--- src/rtl/msx_slot_pkg.sv ---
// msx_slot_pkg
//   Shared types and constants for the MSX slot expander.
//   slot_t         : primary or secondary slot number (0..3)
//   sslot_reg_t    : one secondary-slot register (four 2-bit page fields)
//   SSLOT_ADDR_DEF : default memory address of the secondary-slot register
package msx_slot_pkg;

    typedef logic [1:0] slot_t;
    typedef logic [7:0] sslot_reg_t;

    localparam logic [15:0] SSLOT_ADDR_DEF = 16'hFFFF;

endpackage

--- src/rtl/msx_slot_expander.sv ---
// msx_slot_expander
//   Resolves the primary slot from the PPI port-A image and adds MSX2-style
//   secondary-slot expansion. Every primary slot flagged in EXPANDED_MASK owns
//   an 8-bit subslot register at SSLOT_ADDR; reads of that address return the
//   inverted register contents.
//
// Ports
//   clk21m          in   system clock
//   reset_n         in   asynchronous active-low reset
//   cpu_addr        in   CPU address bus (page = cpu_addr[15:14])
//   cpu_dout        in   CPU write data
//   cpu_mreq        in   memory request, high for the whole bus cycle
//   cpu_rd / cpu_wr in   read / write qualifiers
//   ppi_out_a       in   primary slot register image, 2 bits per page
//   ppi_wr          in   one-cycle strobe: PPI has been written
//   map_valid       out  primary map programmed since reset
//   active_slot     out  primary slot of the current page
//   active_subslot  out  subslot of the current page (0 when not expanded)
//   sslot_hit       out  current cycle reads an expanded subslot register
//   sslot_dout      out  inverted subslot register of the page-3 slot
//   sslot_changed   out  one-cycle pulse after a subslot register update
//
// Bus handshake: a write is accepted on the first edge where the subslot
// register is hit with cpu_wr high. A lock then holds off further writes
// until cpu_mreq drops, so a write stretched over several clocks (or whose
// data or slot map changes meanwhile) updates the register exactly once.
module msx_slot_expander
    import msx_slot_pkg::*;
#(
    parameter logic [3:0]  EXPANDED_MASK = 4'b1000,
    parameter logic [15:0] SSLOT_ADDR    = SSLOT_ADDR_DEF,
    parameter sslot_reg_t  RESET_SSLOT   = 8'h00
) (
    input  logic        clk21m,
    input  logic        reset_n,
    input  logic [15:0] cpu_addr,
    input  logic [7:0]  cpu_dout,
    input  logic        cpu_mreq,
    input  logic        cpu_rd,
    input  logic        cpu_wr,
    input  logic [7:0]  ppi_out_a,
    input  logic        ppi_wr,
    output logic        map_valid,
    output slot_t       active_slot,
    output slot_t       active_subslot,
    output logic        sslot_hit,
    output sslot_reg_t  sslot_dout,
    output logic        sslot_changed
);

    sslot_reg_t sslot_q [4];
    logic       map_valid_q, map_valid_d;
    logic       lock_q, lock_d;
    logic       changed_q;

    logic [1:0] page;
    slot_t      cur_slot;
    slot_t      cur_sub;
    slot_t      p3slot;
    logic       p3_expanded;
    logic       hit;
    logic       wr_fire;

    always_comb begin
        page        = cpu_addr[15:14];
        cur_slot    = '0;
        cur_sub     = '0;
        if (map_valid_q) begin
            cur_slot = ppi_out_a[{page, 1'b0} +: 2];
        end
        if (EXPANDED_MASK[cur_slot]) begin
            cur_sub = sslot_q[cur_slot][{page, 1'b0} +: 2];
        end

        // The subslot register always belongs to the slot mapped into page 3,
        // since that is where SSLOT_ADDR lives.
        p3slot      = map_valid_q ? ppi_out_a[7:6] : 2'd0;
        p3_expanded = EXPANDED_MASK[p3slot];
        hit         = cpu_mreq && (cpu_addr == SSLOT_ADDR) && p3_expanded;
        wr_fire     = hit && cpu_wr && !lock_q;

        // Lock clears only when the bus cycle ends; a fresh write cannot
        // coincide with that because it needs cpu_mreq high.
        lock_d      = lock_q;
        if (!cpu_mreq) begin
            lock_d = 1'b0;
        end else if (wr_fire) begin
            lock_d = 1'b1;
        end

        map_valid_d = map_valid_q | ppi_wr;
    end

    always_ff @(posedge clk21m or negedge reset_n) begin
        if (!reset_n) begin
            for (int i = 0; i < 4; i++) begin
                sslot_q[i] <= RESET_SSLOT;
            end
            map_valid_q <= 1'b0;
            lock_q      <= 1'b0;
            changed_q   <= 1'b0;
        end else begin
            if (wr_fire) begin
                sslot_q[p3slot] <= cpu_dout;
            end
            map_valid_q <= map_valid_d;
            lock_q      <= lock_d;
            changed_q   <= wr_fire;
        end
    end

    assign map_valid      = map_valid_q;
    assign active_slot    = cur_slot;
    assign active_subslot = cur_sub;
    assign sslot_hit      = hit && cpu_rd;
    // Non-expanded page-3 slots never expose register contents.
    assign sslot_dout     = p3_expanded ? ~sslot_q[p3slot] : 8'h00;
    assign sslot_changed  = changed_q;

endmodule

--- config.mk ---
export PLATFORM = sky130hd
export DESIGN_NAME = msx_slot_expander
export DESIGN_NICKNAME = d
export VERILOG_FILES = /design/src/rtl/msx_slot_pkg.sv /design/src/rtl/msx_slot_expander.sv
export SDC_FILE = /design/constraint.sdc
export NUM_CORES = 1
export LEC_CHECK = 0
export CORE_ASPECT_RATIO = 1.1
export CORE_UTILIZATION = 35
export CTS_CLUSTER_SIZE = 12
export DETAILED_ROUTE_END_ITERATION = 7
export HOLD_SLACK_MARGIN = 0.02
export PLACE_DENSITY = 0.81
export REMOVE_ABC_BUFFERS = 1
export SYNTH_ARGS = -nofsm -noshare
export SYNTH_HDL_FRONTEND = slang
export SYNTH_SLANG_ARGS = --single-unit
--- constraint.sdc ---
create_clock -name clk21m -period 3.34 [get_ports clk21m]
set_clock_uncertainty 0.2 [all_clocks]
set_input_delay 0.835 -clock clk21m [delete_from_list [all_inputs] [get_ports clk21m]]
set_output_delay 0.835 -clock clk21m [all_outputs]
set_load 0.05 [all_outputs]
=== Yosys cells after proc, flatten, opt, wreduce, memory -nomap -nowiden ===
Index checks and enable logic that the tools add are counted.

* $add $sub $neg: 0
* Multiply operators: 0
* Divide/modulo/power cells: 0
* Order comparisons: 5
* Equal/unequal tests: 2
* Shift-type cells: 2
* Multiplexer cells: 19
* Bitwise gates (word level): 4
* Reduce and logical (&&, ||, !) cells: 7

{| class="wikitable"
|+ Operators with widths
! kind !! number
|-
| $mux W8 || 6
|-
| $bmux W8 S2 || 2
|-
| $bwmux W32 || 1
|-
| $demux W8 S2 || 1
|-
| $eq A16 B16 Y1 const B || 1
|-
| $shiftx A8 B4 Y2 || 2
|-
| $not A8 Y8 || 1
|-
| $ge A3 B3 Y1 const B || 2
|-
| $logic_and A1 B1 Y1 || 6
|-
| $lt A2 B3 Y1 const B || 2
|-
| $mux W2 || 3
|-
| $not A2 Y3 || 2
|-
| $bmux W1 S2 || 2
|-
| $mux W1 || 4
|-
| $lt A3 B1 Y1 const B || 1
|-
| $ne A2 B1 Y1 const B || 1
|-
| $logic_not A1 Y1 || 1
|-
| $or A1 B1 Y1 || 1
|}

* Register bits: 35
* Latch bits: 0
* Bits in writable memories: 0
* Bits in read-only memories: 0
* Bits of input ports: 38
* Word-level logic and storage cells: 46
* Memories kept: 0

=== Logic depth before layout (Yosys ltp) ===
Gate-level depths: netlist of the first run.

* Word-level depth: 8
* Depth in mapped cells: 6
* Mapped depth without buffers: 5

=== Least setup slack after synthesis of the first run ===
No wires, ideal clock.

* Kind: input to output
* Start: in cpu_addr[15]
* End: out active_subslot[1]
* Arrival: 3.377 ns
* Required time: 2.305 ns
* Path slack: -1.072 ns
* Stages on the path: 5
* Path buffers: 0
* Cells stage by stage: mux2_2 > a2bb2oi_1 > inv_1 > mux2i_1 > nor4_1

* Longest elaborated chain between the ends: 8
* Elaborated cells on any way between the ends: 10

{| class="wikitable"
|+ Ends and longest elaborated chain
! what !! line !! source
|-
| start: declaration || msx_slot_expander.sv:36 || <nowiki>input logic [15:0] cpu_addr,</nowiki>
|-
| $shiftx A8 B4 Y2 * || msx_slot_expander.sv:69 || <nowiki>cur_slot = ppi_out_a[{page, 1'b0} +: 2];</nowiki>
|-
| $mux W2 * || msx_slot_expander.sv:68 || <nowiki>if (map_valid_q) begin</nowiki>
|-
| via active_slot[0] || msx_slot_expander.sv:44 || <nowiki>output slot_t active_slot,</nowiki>
|-
| $not A2 Y3 (implied by the code) || msx_slot_expander.sv:72 || <nowiki>cur_sub = sslot_q[cur_slot][{page, 1'b0} +: 2];</nowiki>
|-
| $bmux W8 S2 || msx_slot_expander.sv:72 ||
|-
| $mux W8 (implied by the code) (2 in a row) || msx_slot_expander.sv:72 ||
|-
| $shiftx A8 B4 Y2 || msx_slot_expander.sv:72 ||
|-
| $mux W2 * || msx_slot_expander.sv:71 || <nowiki>if (EXPANDED_MASK[cur_slot]) begin</nowiki>
|-
| end: declaration || msx_slot_expander.sv:45 || <nowiki>output slot_t active_subslot,</nowiki>
|}

Mark *: on every way through the listed nets, which the timed path passes. The rest lies on a longest branch. The select of a mux whose other input is x is not followed.

=== Worst setup path after layout of the first run ===
* Start: in cpu_addr[15]
* End: out active_subslot[0]

* Longest elaborated chain between the ends: 8
* Elaborated cells on any way between the ends: 10

{| class="wikitable"
|+ Ends and longest elaborated chain
! what !! line
|-
| $shiftx A8 B4 Y2 || msx_slot_expander.sv:69
|-
| $mux W2 || msx_slot_expander.sv:68
|-
| $not A2 Y3 (implied by the code) || msx_slot_expander.sv:72
|-
| $bmux W8 S2 || msx_slot_expander.sv:72
|-
| $mux W8 (implied by the code) (2 in a row) || msx_slot_expander.sv:72
|-
| $shiftx A8 B4 Y2 || msx_slot_expander.sv:72
|-
| $mux W2 * || msx_slot_expander.sv:71
|}

Every way passes the cells marked *; elsewhere a longest branch is shown, timed or not. The select of a mux whose other input is x is not followed.

==> flow_summary.json, run 1 <==
{
  "run_status": "finished clean",
  "layout.nets": 195,
  "first_iter_violations": 22,
  "r2r_slack_ns": 1.27,
  "netlist_top_cells_area": "dfrtp_1, mux2_2, clkbuf_1",
  "yosys-mux-area-fraction_pct": 16.2,
  "cts_buffers": 3,
  "clockRootBuffer": "clkbuf_4",
  "power_density_nw_per_um2": 288,
  "synth.distinct_cells": 36,
  "path_clk_slew_ns": 0.11,
  "hold_class": "flip-flop to flip-flop",
  "synth_flop_cell": "dfrtp_1",
  "synth_top_family_by_area": "simple AND/OR/NAND/NOR gates",
  "setup_viol": 0,
  "min_path_cells": 0,
  "grt-ovfl-total": 0,
  "grt_first_pass_wirelength_um": 4560,
  "cap_violations": 0,
  "ctsHoldBuffers": 0,
  "drv_slew": 0,
  "hold_ws_ns": 0.189,
  "cpLargestDelayFamily": "compound AO/OA/AOI/OAI gates",
  "clkLatencyLatePin_ns": 0.31,
  "syn_avg_cell_area_um2": 10.9,
  "track_usage_pct": 20.3,
  "syn_inst": 96,
  "slowest_delay_ns": 0.32,
  "final_antenna_net_count": 0,
  "crit_required_ns": 2.30,
  "cts_tree": "done",
  "totalWireLength_um": 3090,
  "yosysMostFrequentCell": "dfrtp_1",
  "synth_warnings": 0,
  "synth-xor-area-share_pct": 0,
  "initial_core_util_pct": 37.3,
  "min_period_over_period_pct": 98.7,
  "synth_compound_area_share_pct": 9.94,
  "synth_edf_count": 0,
  "die_area_um2": 3210,
  "worst_slew_pin_slew_ns": 0.887,
  "vias_per_cell": 5.20,
  "final.fill_count": 218,
  "crit_fanout": 5,
  "seq_area_frac_synth_pct": 45.5,
  "cpMaxStageDelayCell": "mux2_4",
  "vias": 982,
  "antenna_found_initial": 0,
  "grt_max_degree": 20,
  "route.detailed.drc": 0,
  "rows": 20,
  "whs_endpoint": "sslot_q[12]",
  "relSlewSlack_pct": 40.7,
  "chipHeight_um": 59.3,
  "num_antenna_cells": 0,
  "synth_top_area_share_pct": 45.5,
  "drive_gt1_share_pct": 42.3,
  "start_kind": "input pin",
  "syn2layout_area_growth_pct": 78.8,
  "hold_violations": 0,
  "critPathKind": "input pin to output pin",
  "design.core.area_um2": 2800,
  "min_from": "sslot_q[12]",
  "cp_cell_sequence": "buf_12 > mux2_4 > buf_6 > a211oi_2 > a31oi_1 > a221oi_2 > buf_4 > buf_12",
  "cts_sinks": 19,
  "die_x_um": 54.1,
  "fmax_mhz": 303,
  "rr_worst_depth": 5,
  "port-buffer-count": 52,
  "place_hpwl_um": 2340,
  "rr_startpoint": "map_valid",
  "globalplace.congestion": 0.840,
  "critPathArrivalTime_ns": 2.26,
  "grt_pass1_vias": 984,
  "fin_setup_tns_ns": 0,
  "worstReg2RegEnd": "sslot_q[4]",
  "crit_top_cell": "buf_12",
  "yosys-top-cells-count": "dfrtp_1, mux2_2, clkbuf_1, nor2_1",
  "synth_area_um2": 1040,
  "crit_path_end_kind": "output pin",
  "synth-simple-area-share_pct": 21.4,
  "rsz0062_at_grt": "no",
  "dr.pass1.iters": 4,
  "irDropWorstVdd_mv": 0.199,
  "htreeDepth": 1,
  "yosysTopAreaCell": "dfrtp_1",
  "path_buf_inv": 4,
  "routedWlPerCell_um": 16.3,
  "p_leak_nw": 0.904,
  "synthAdderAreaFrac_pct": 0,
  "ys_async_sr_fraction_pct": 100,
  "min_period_ns": 3.30,
  "ys_ff_latch": 19,
  "io_pins": 53,
  "cts_buffer_depth": 2
}
-- sequential cells by signal, indices dropped and copies added (netlist names) --
signal,flops
map_valid,1
lock_q,1
sslot_changed,1
sslot_q,16
-- per-layer routing --
layer | vias up | part of all wire [%] | global-route usage (%)
li1 | 465 | - | -
met1 | 485 | 41 | 26.1
met2 | 23 | 53 | 33.0
met3 | 9 | 2.4 | 2.56
met4 | 0 | 3.1 | 9.89
met5 | - | 0 | 0
-- how the worst max path moves through the flow --
stage                            start           endpoint  slack, ns  cells after the start
after floorplan           cpu_addr[15]  active_subslot[1]      -1.07                      5
after global placement    cpu_addr[15]  active_subslot[1]      -0.68                      7
after detailed placement  cpu_addr[15]  active_subslot[1]      -0.75                      7
after CTS                 ppi_out_a[0]  active_subslot[1]      0.002                      9
after global routing      cpu_addr[14]  active_subslot[1]      0.004                      8
final                     cpu_addr[15]  active_subslot[0]       0.04                      8
-- repair_timing --
item | 4_1_cts | 5_1_grt
setup buffers | 2 | 1
resized for setup | 29 | 19
gates cloned | 0 | 0
setup endpoints to repair | 5 | 2
pin swaps | 4 | 4
-- cell type report --
| type | count | area, um^2 | share of cell area (%) |
|---|---|---|---|
| Clock inverter | 1 | 5.00 | 0.268 |
| Tap cell | 33 | 41.3 | 2.21 |
| Timing Repair Buffer | 68 | 733 | 39.2 |
| Multi-Input combinational cell | 61 | 574 | 30.7 |
| Clock buffer | 3 | 22.5 | 1.21 |
| Inverter | 4 | 15.0 | 0.804 |
| Sequential cell | 19 | 477 | 25.5 |
-- where the power goes --
part	leakage (nW)	internal (mW)	switching [mW]
Combinational	0.627	0.0992	0.0844
Clock	0.0177	0.0448	0.0793
Sequential	0.260	0.230	0.00000429
Total	0.904	0.374	0.164
-- cell usage in the layout (no fill, tap or decap), drive strengths merged, types with 2 or more instances in the layout --
cell | synthesis | final
a31oi | 4 | 4
and3 | 2 | 2
buf | 3 | 31
clkbuf | 9 | 7
clkdlybuf4s50 | 0 | 29
dfrtp | 19 | 19
dlygate4sd2 | 0 | 4
inv | 4 | 4
mux2 | 10 | 10
mux2i | 3 | 3
nand2 | 4 | 4
nand3 | 3 | 3
nand4 | 4 | 4
nand4b | 2 | 2
nor2 | 9 | 9
nor3b | 2 | 2
nor4 | 2 | 2
-- cells by family (layout without fill, tap and decap cells) --
kind of cell           Yosys count  in the layout
AOI/OAI and AO/OA               14             14
DFF                             19             19
muxes                           14             14
buffers and inverters           16             76
and+or+nand+nor                 33             33
-- per-stage QoR --
step / setup WS [ns] / std cells / instance area [um^2] / power (mW) / util (%)
floorplan: -1.07 / 84 / 987 / 0.293 / -
global placement: -0.680 / 183 / 1760 / 0.397 / 62.8
detailed placement: -0.750 / 183 / 1760 / 0.400 / 62.8
CTS: 0.00185 / 189 / 1810 / 0.532 / 64.6
global route: 0.00385 / 189 / 1870 / 0.561 / 66.7
finish: 0.0439 / 189 / 1870 / 0.538 / 66.7
Note: power is estimated with default switching activity, not from simulation.
==> run 2, diff against run 1 <==
--- a/config.mk
+++ b/config.mk
@@ -6,6 +6,7 @@
 export NUM_CORES = 1
 export LEC_CHECK = 0
 export CORE_ASPECT_RATIO = 1.1
+export CORE_MARGIN = 2
 export CORE_UTILIZATION = 35
 export CTS_CLUSTER_SIZE = 12
 export DETAILED_ROUTE_END_ITERATION = 7
==> run 2 against run 1 <==
Effect of this change: die area is 7.2% higher; via count shrank 0.51%; register-to-register slack improved by 0.04 ns; non-clock buffer count is 2 higher; critical endpoint unchanged; fmax fell by 1.1%; largest cell class unchanged; combinational power about the same; critical path depth unchanged; core utilization rose by 0.31 points; clock power hardly changed; count of clock-buffer cells in the layout unchanged; sequential share of layout area is 0.19 points lower.
==> flow_summary.json, run 2 (synthesized netlist as in run 1, its figures left out) <==
{
  "crit_path_end_kind": "output pin",
  "run_status": "finished clean",
  "htreeDepth": 1,
  "timing.final.ws_setup_ns": 0.00637,
  "postPlaceCellArea_um2": 1770,
  "setup_viol": 0,
  "relSlewSlack_pct": 41.3,
  "num_antenna_cells": 0,
  "syn2layout_area_growth_pct": 79.6,
  "grt_pass1_vias": 973,
  "mostFrequentLayoutCells": "clkdlybuf4s50_1, dfrtp_1, buf_4",
  "vias": 977,
  "globalplace.congestion": 0.832,
  "power_density_nw_per_um2": 287,
  "hold_violations": 0,
  "final_antenna_net_count": 0,
  "chipHeight_um": 61.3,
  "worstSetupStartpoint": "cpu_addr[15]",
  "clkLatencyLatePin_ns": 0.32,
  "track_usage_pct": 17.9,
  "first_iter_violations": 28,
  "critPathKind": "input pin to output pin",
  "cts_tree": "done",
  "worst_slew_pin_slew_ns": 0.878,
  "die_area_um2": 3440,
  "stdcell_area_um2": 1880,
  "critPathArrivalTime_ns": 2.30,
  "drive_gt1_share_pct": 40.5,
  "route.detailed.drc": 0,
  "io_pins": 53,
  "fin_util_pct": 67.0,
  "final.fill_count": 216,
  "layout.nets": 197,
  "final_common_cell": "clkdlybuf4s50_1",
  "die_x_um": 56.1,
  "hold_class": "flip-flop to flip-flop",
  "cap_violations": 0,
  "routedWlPerCell_um": 15.7,
  "final-seq-area_um2": 475,
  "totalWireLength_um": 3010,
  "antenna_found_initial": 0,
  "top_register": "sslot_q",
  "multi_input_area_um2": 554,
  "vias_per_cell": 5.12,
  "wl_met2_um": 1650,
  "initial_core_util_pct": 37.3,
  "crit_required_ns": 2.30,
  "r2r_slack_ns": 1.31,
  "irDropWorstVdd_mv": 0.269,
  "pre_cts_ws_ns": -0.621,
  "min_period_over_period_pct": 99.8,
  "rows": 20,
  "fmax_mhz": 300,
  "cts_sinks": 19,
  "crit_end": "active_subslot[0]",
  "rsz0062_at_grt": "yes",
  "dp.cells": 185,
  "ctsHoldBuffers": 0,
  "stdcell_count": 191,
  "dr.pass1.iters": 4,
  "met3_length_um": 102,
  "rr_worst_depth": 5,
  "design.core.area_um2": 2800,
  "largest_reg_flops": 16,
  "grt_first_pass_wirelength_um": 4690,
  "grt-ovfl-total": 0,
  "drv_slew": 0,
  "rr_startpoint": "map_valid",
  "p_leak_nw": 0.906,
  "worstReg2RegEnd": "sslot_q[3]",
  "cts_buffer_depth": 2,
  "crit_fanout": 5,
  "top_layer": "met4",
  "min_period_ns": 3.33,
  "path_clk_slew_ns": 0.12,
  "place_hpwl_um": 2360,
  "start_kind": "input pin",
  "grt_max_degree": 20,
  "clockRootBuffer": "clkbuf_4",
  "cts_buffers": 3,
  "port-buffer-count": 52,
  "met1_length_um": 1210
}
## run 2: critical path: stages
cell	delay, ns
buf_12	0.11
mux2_4	0.32
buf_6	0.14
a211oi_2	0.21
a31oi_1	0.07
a221oi_1	0.31
buf_4	0.17
buf_12	0.12
## run 2: final cells by class
| class | count | area share [%] |
|---|---|---|
| Clock inverter | 1 | 0.400 |
| Sequential cell | 19 | 25.3 |
| Clock buffer | 3 | 1.20 |
| Multi-Input combinational cell | 61 | 29.5 |
| Inverter | 4 | 0.800 |
| Tap cell | 33 | 2.20 |
| Timing Repair Buffer | 70 | 40.5 |
## run 2: routing by layer
layer	global-route usage, %	vias up
met2	30.1	18
met1	22.9	489
li1	-	466
met5	0	-
met3	4.83	4
met4	6.12	0
## run 2: how the worst min path moves through the flow
stage                 from     endpoint  cells past startpoint
6_report       sslot_q[15]  sslot_q[15]                      0
5_1_grt        sslot_q[13]  sslot_q[13]                      0
4_1_cts        sslot_q[14]  sslot_q[14]                      0
3_5_place_dp   sslot_q[14]  sslot_q[14]                      0
3_3_place_gp   sslot_q[11]  sslot_q[11]                      0
2_1_floorplan  sslot_q[12]  sslot_q[12]                      0
## run 2: metrics by stage
step,hold WS [ns],TNS (ns),power [mW]
after detailed placement,0.168,-1.55,0.401
after floorplan,0.148,-1.51,0.293
after CTS,0.193,0,0.529
after global routing,0.199,-0.0872,0.560
after global placement,0.165,-1.34,0.398
final,0.191,0,0.539
## run 2: what timing repair did
item                                    in CTS  in global routing
endpoints found under the setup margin       5                  2
gates cloned                                 0                  0
gates resized for setup                     29                 15
setup buffers                                1                  1
pin swaps                                    5                  5
## run 2: where the power goes
group | switching (mW) | leakage, nW | total [mW] | internal, mW
Sequential | 0.00000416 | 0.260 | 0.230 | 0.230
Clock | 0.0804 | 0.0139 | 0.126 | 0.0458
Combinational | 0.0827 | 0.632 | 0.183 | 0.0999
Total | 0.163 | 0.906 | 0.539 | 0.376
==> run 3, diff against run 2 <==
--- a/config.mk
+++ b/config.mk
@@ -5,14 +5,15 @@
 export SDC_FILE = /design/constraint.sdc
 export NUM_CORES = 1
 export LEC_CHECK = 0
-export CORE_ASPECT_RATIO = 1.1
+export CORE_ASPECT_RATIO = 1.5
 export CORE_MARGIN = 2
 export CORE_UTILIZATION = 35
 export CTS_CLUSTER_SIZE = 12
 export DETAILED_ROUTE_END_ITERATION = 7
 export HOLD_SLACK_MARGIN = 0.02
-export PLACE_DENSITY = 0.81
+export PLACE_DENSITY_LB_ADDON = 0.12
 export REMOVE_ABC_BUFFERS = 1
+export SETUP_SLACK_MARGIN = 0.3
 export SYNTH_ARGS = -nofsm -noshare
 export SYNTH_HDL_FRONTEND = slang
 export SYNTH_SLANG_ARGS = --single-unit
==> run 3 against run 2 <==
Effect of this change: register-to-register slack lost 0.32 ns; wire length grew 2.1%; highest routed layer unchanged; sequential share of layout area down 0.90 points; critical path type unchanged; critical path depth decreased by 1.
==> flow_summary.json, run 3 (synthesized netlist as in run 1, its figures left out) <==
{
  "run_status": "finished clean",
  "power_density_nw_per_um2": 292,
  "crit_path_end_kind": "output pin",
  "syn2layout_area_growth_pct": 86.2,
  "cts_buffers": 3,
  "cts_tree": "done",
  "ctsHoldBuffers": 0,
  "htreeDepth": 1,
  "vias_per_cell": 5.00,
  "drv_slew": 0,
  "min_period_ns": 3.26,
  "critPathArrivalTime_ns": 2.22,
  "initial_core_util_pct": 36.2,
  "first_iter_violations": 18,
  "chipHeight_um": 70.9,
  "die_area_um2": 3450,
  "route.detailed.drc": 0,
  "p_leak_nw": 0.984,
  "fmax_mhz": 307,
  "hold_ws_ns": 0.177,
  "hold_class": "flip-flop to flip-flop",
  "min_period_over_period_pct": 97.6,
  "mostFrequentLayoutCells": "buf_4, dfrtp_1, clkdlybuf4s50_1",
  "crit_fanout": 6,
  "path_clk_slew_ns": 0.07,
  "globalplace.congestion": 0.756,
  "num_antenna_cells": 0,
  "grt_first_pass_wirelength_um": 5130,
  "start_kind": "input pin",
  "rows": 24,
  "rsz0062_at_grt": "yes",
  "totalWireLength_um": 3070,
  "track_usage_pct": 18.9,
  "largest_reg_flops": 16,
  "layout.nets": 202,
  "crit_required_ns": 2.30,
  "worst_slew_pin_slew_ns": 0.831,
  "slowest_delay_ns": 0.33,
  "setup_viol": 0,
  "cpMaxStageDelayCell": "mux4_2",
  "clkLatencyLatePin_ns": 0.25,
  "clockRootBuffer": "clkbuf_8",
  "grt_pass1_vias": 1119,
  "port-buffer-count": 52,
  "cap_violations": 0,
  "final_antenna_net_count": 0,
  "critPathKind": "input pin to output pin",
  "fin_setup_tns_ns": 0,
  "path_buf_inv": 3,
  "die_x_um": 48.6,
  "cpLargestDelayFamily": "buffers and inverters",
  "antenna_found_initial": 0,
  "grt-ovfl-total": 0,
  "routedWlPerCell_um": 15.2,
  "vias": 1009,
  "grt_max_degree": 20,
  "design.core.area_um2": 2880,
  "cp_cell_sequence": "buf_6 > mux4_2 > nand2_2 > a211o_1 > nor4_4 > buf_4 > buf_12",
  "final_common_cell": "buf_4",
  "io_pins": 53,
  "cts_buffer_depth": 2,
  "place_hpwl_um": 2340,
  "relSlewSlack_pct": 44.4,
  "top_register": "sslot_q",
  "drive_gt1_share_pct": 43.6,
  "dr.pass1.iters": 4,
  "cts_sinks": 19,
  "hold_violations": 0,
  "irDropWorstVdd_mv": 0.236
}
[run 3: changes by cell type in the layout (fill, tap and decap cells not counted), moves of 2 or more]
cell / before / now
clkbuf_4: 3 / 0
buf_6: 2 / 4
buf_12: 13 / 11
and3_1: 2 / 0
clkbuf_8: 0 / 3
buf_2: 1 / 4
buf_4: 17 / 22
clkdlybuf4s50_1: 29 / 18
dlymetal6s2s_1: 0 / 4
and3_4: 0 / 2
clkbuf_2: 4 / 0
dlygate4sd2_1: 4 / 10
[run 3: where the power goes]
part           total, mW  internal (mW)  switching (mW)
Sequential         0.230          0.230      0.00000381
Combinational      0.182         0.0991          0.0827
Clock              0.156         0.0846          0.0714
[run 3: cell type report]
type                            count  area (um^2)
Sequential cell                    19          475
Inverter                            4         15.0
Tap cell                           39         48.8
Fill cell                         236          937
Timing Repair Buffer               75          793
Clock buffer                        4         45.0
Multi-Input combinational cell     61          568
[run 3: through the flow]
| stage | setup slack [ns] | instances | area, um^2 | util (%) | power (mW) |
|---|---|---|---|---|---|
| global placement | -0.538 | 193 | 1800 | 62.3 | 0.402 |
| global route | 0.0284 | 202 | 1950 | 67.5 | 0.597 |
| detailed placement | -0.563 | 193 | 1800 | 62.3 | 0.403 |
| CTS | 0.0949 | 202 | 1910 | 66.2 | 0.571 |
| finish | 0.0805 | 202 | 1950 | 67.5 | 0.568 |
| floorplan | -1.07 | 84 | 987 | - | 0.293 |
[run 3: routing by layer]
metal	vias to the layer above	GRT usage [%]	routed length, um	share of wire, %
met5	-	0	0	0
met4	0	7.62	70	2.3
met3	8	5.06	217	7.1
met2	47	32.7	1610	53
met1	476	22.2	1170	38
li1	478	-	-	-
[run 3: timing repair]
item                       CTS  global route
pin swaps                   11             7
resized for setup           50            12
buffers inserted             5             0
setup endpoints to repair   13             4
hold endpoints to repair     0             0
[run 3: worst paths after layout]
check,depth (start not counted),endpoint,slack (ns),startpoint
setup / recovery,7,active_subslot[1],0.08,cpu_addr[14]
hold / removal,0,sslot_q[11],0.18,sslot_q[11]
setup reg to reg,7,sslot_q[5],0.99,map_valid
hold reg to reg,0,sslot_q[11],0.18,sslot_q[11]
max in group asynchronous,1,sslot_q[14],1.57,reset_n
min in group asynchronous,1,map_valid,0.86,reset_n
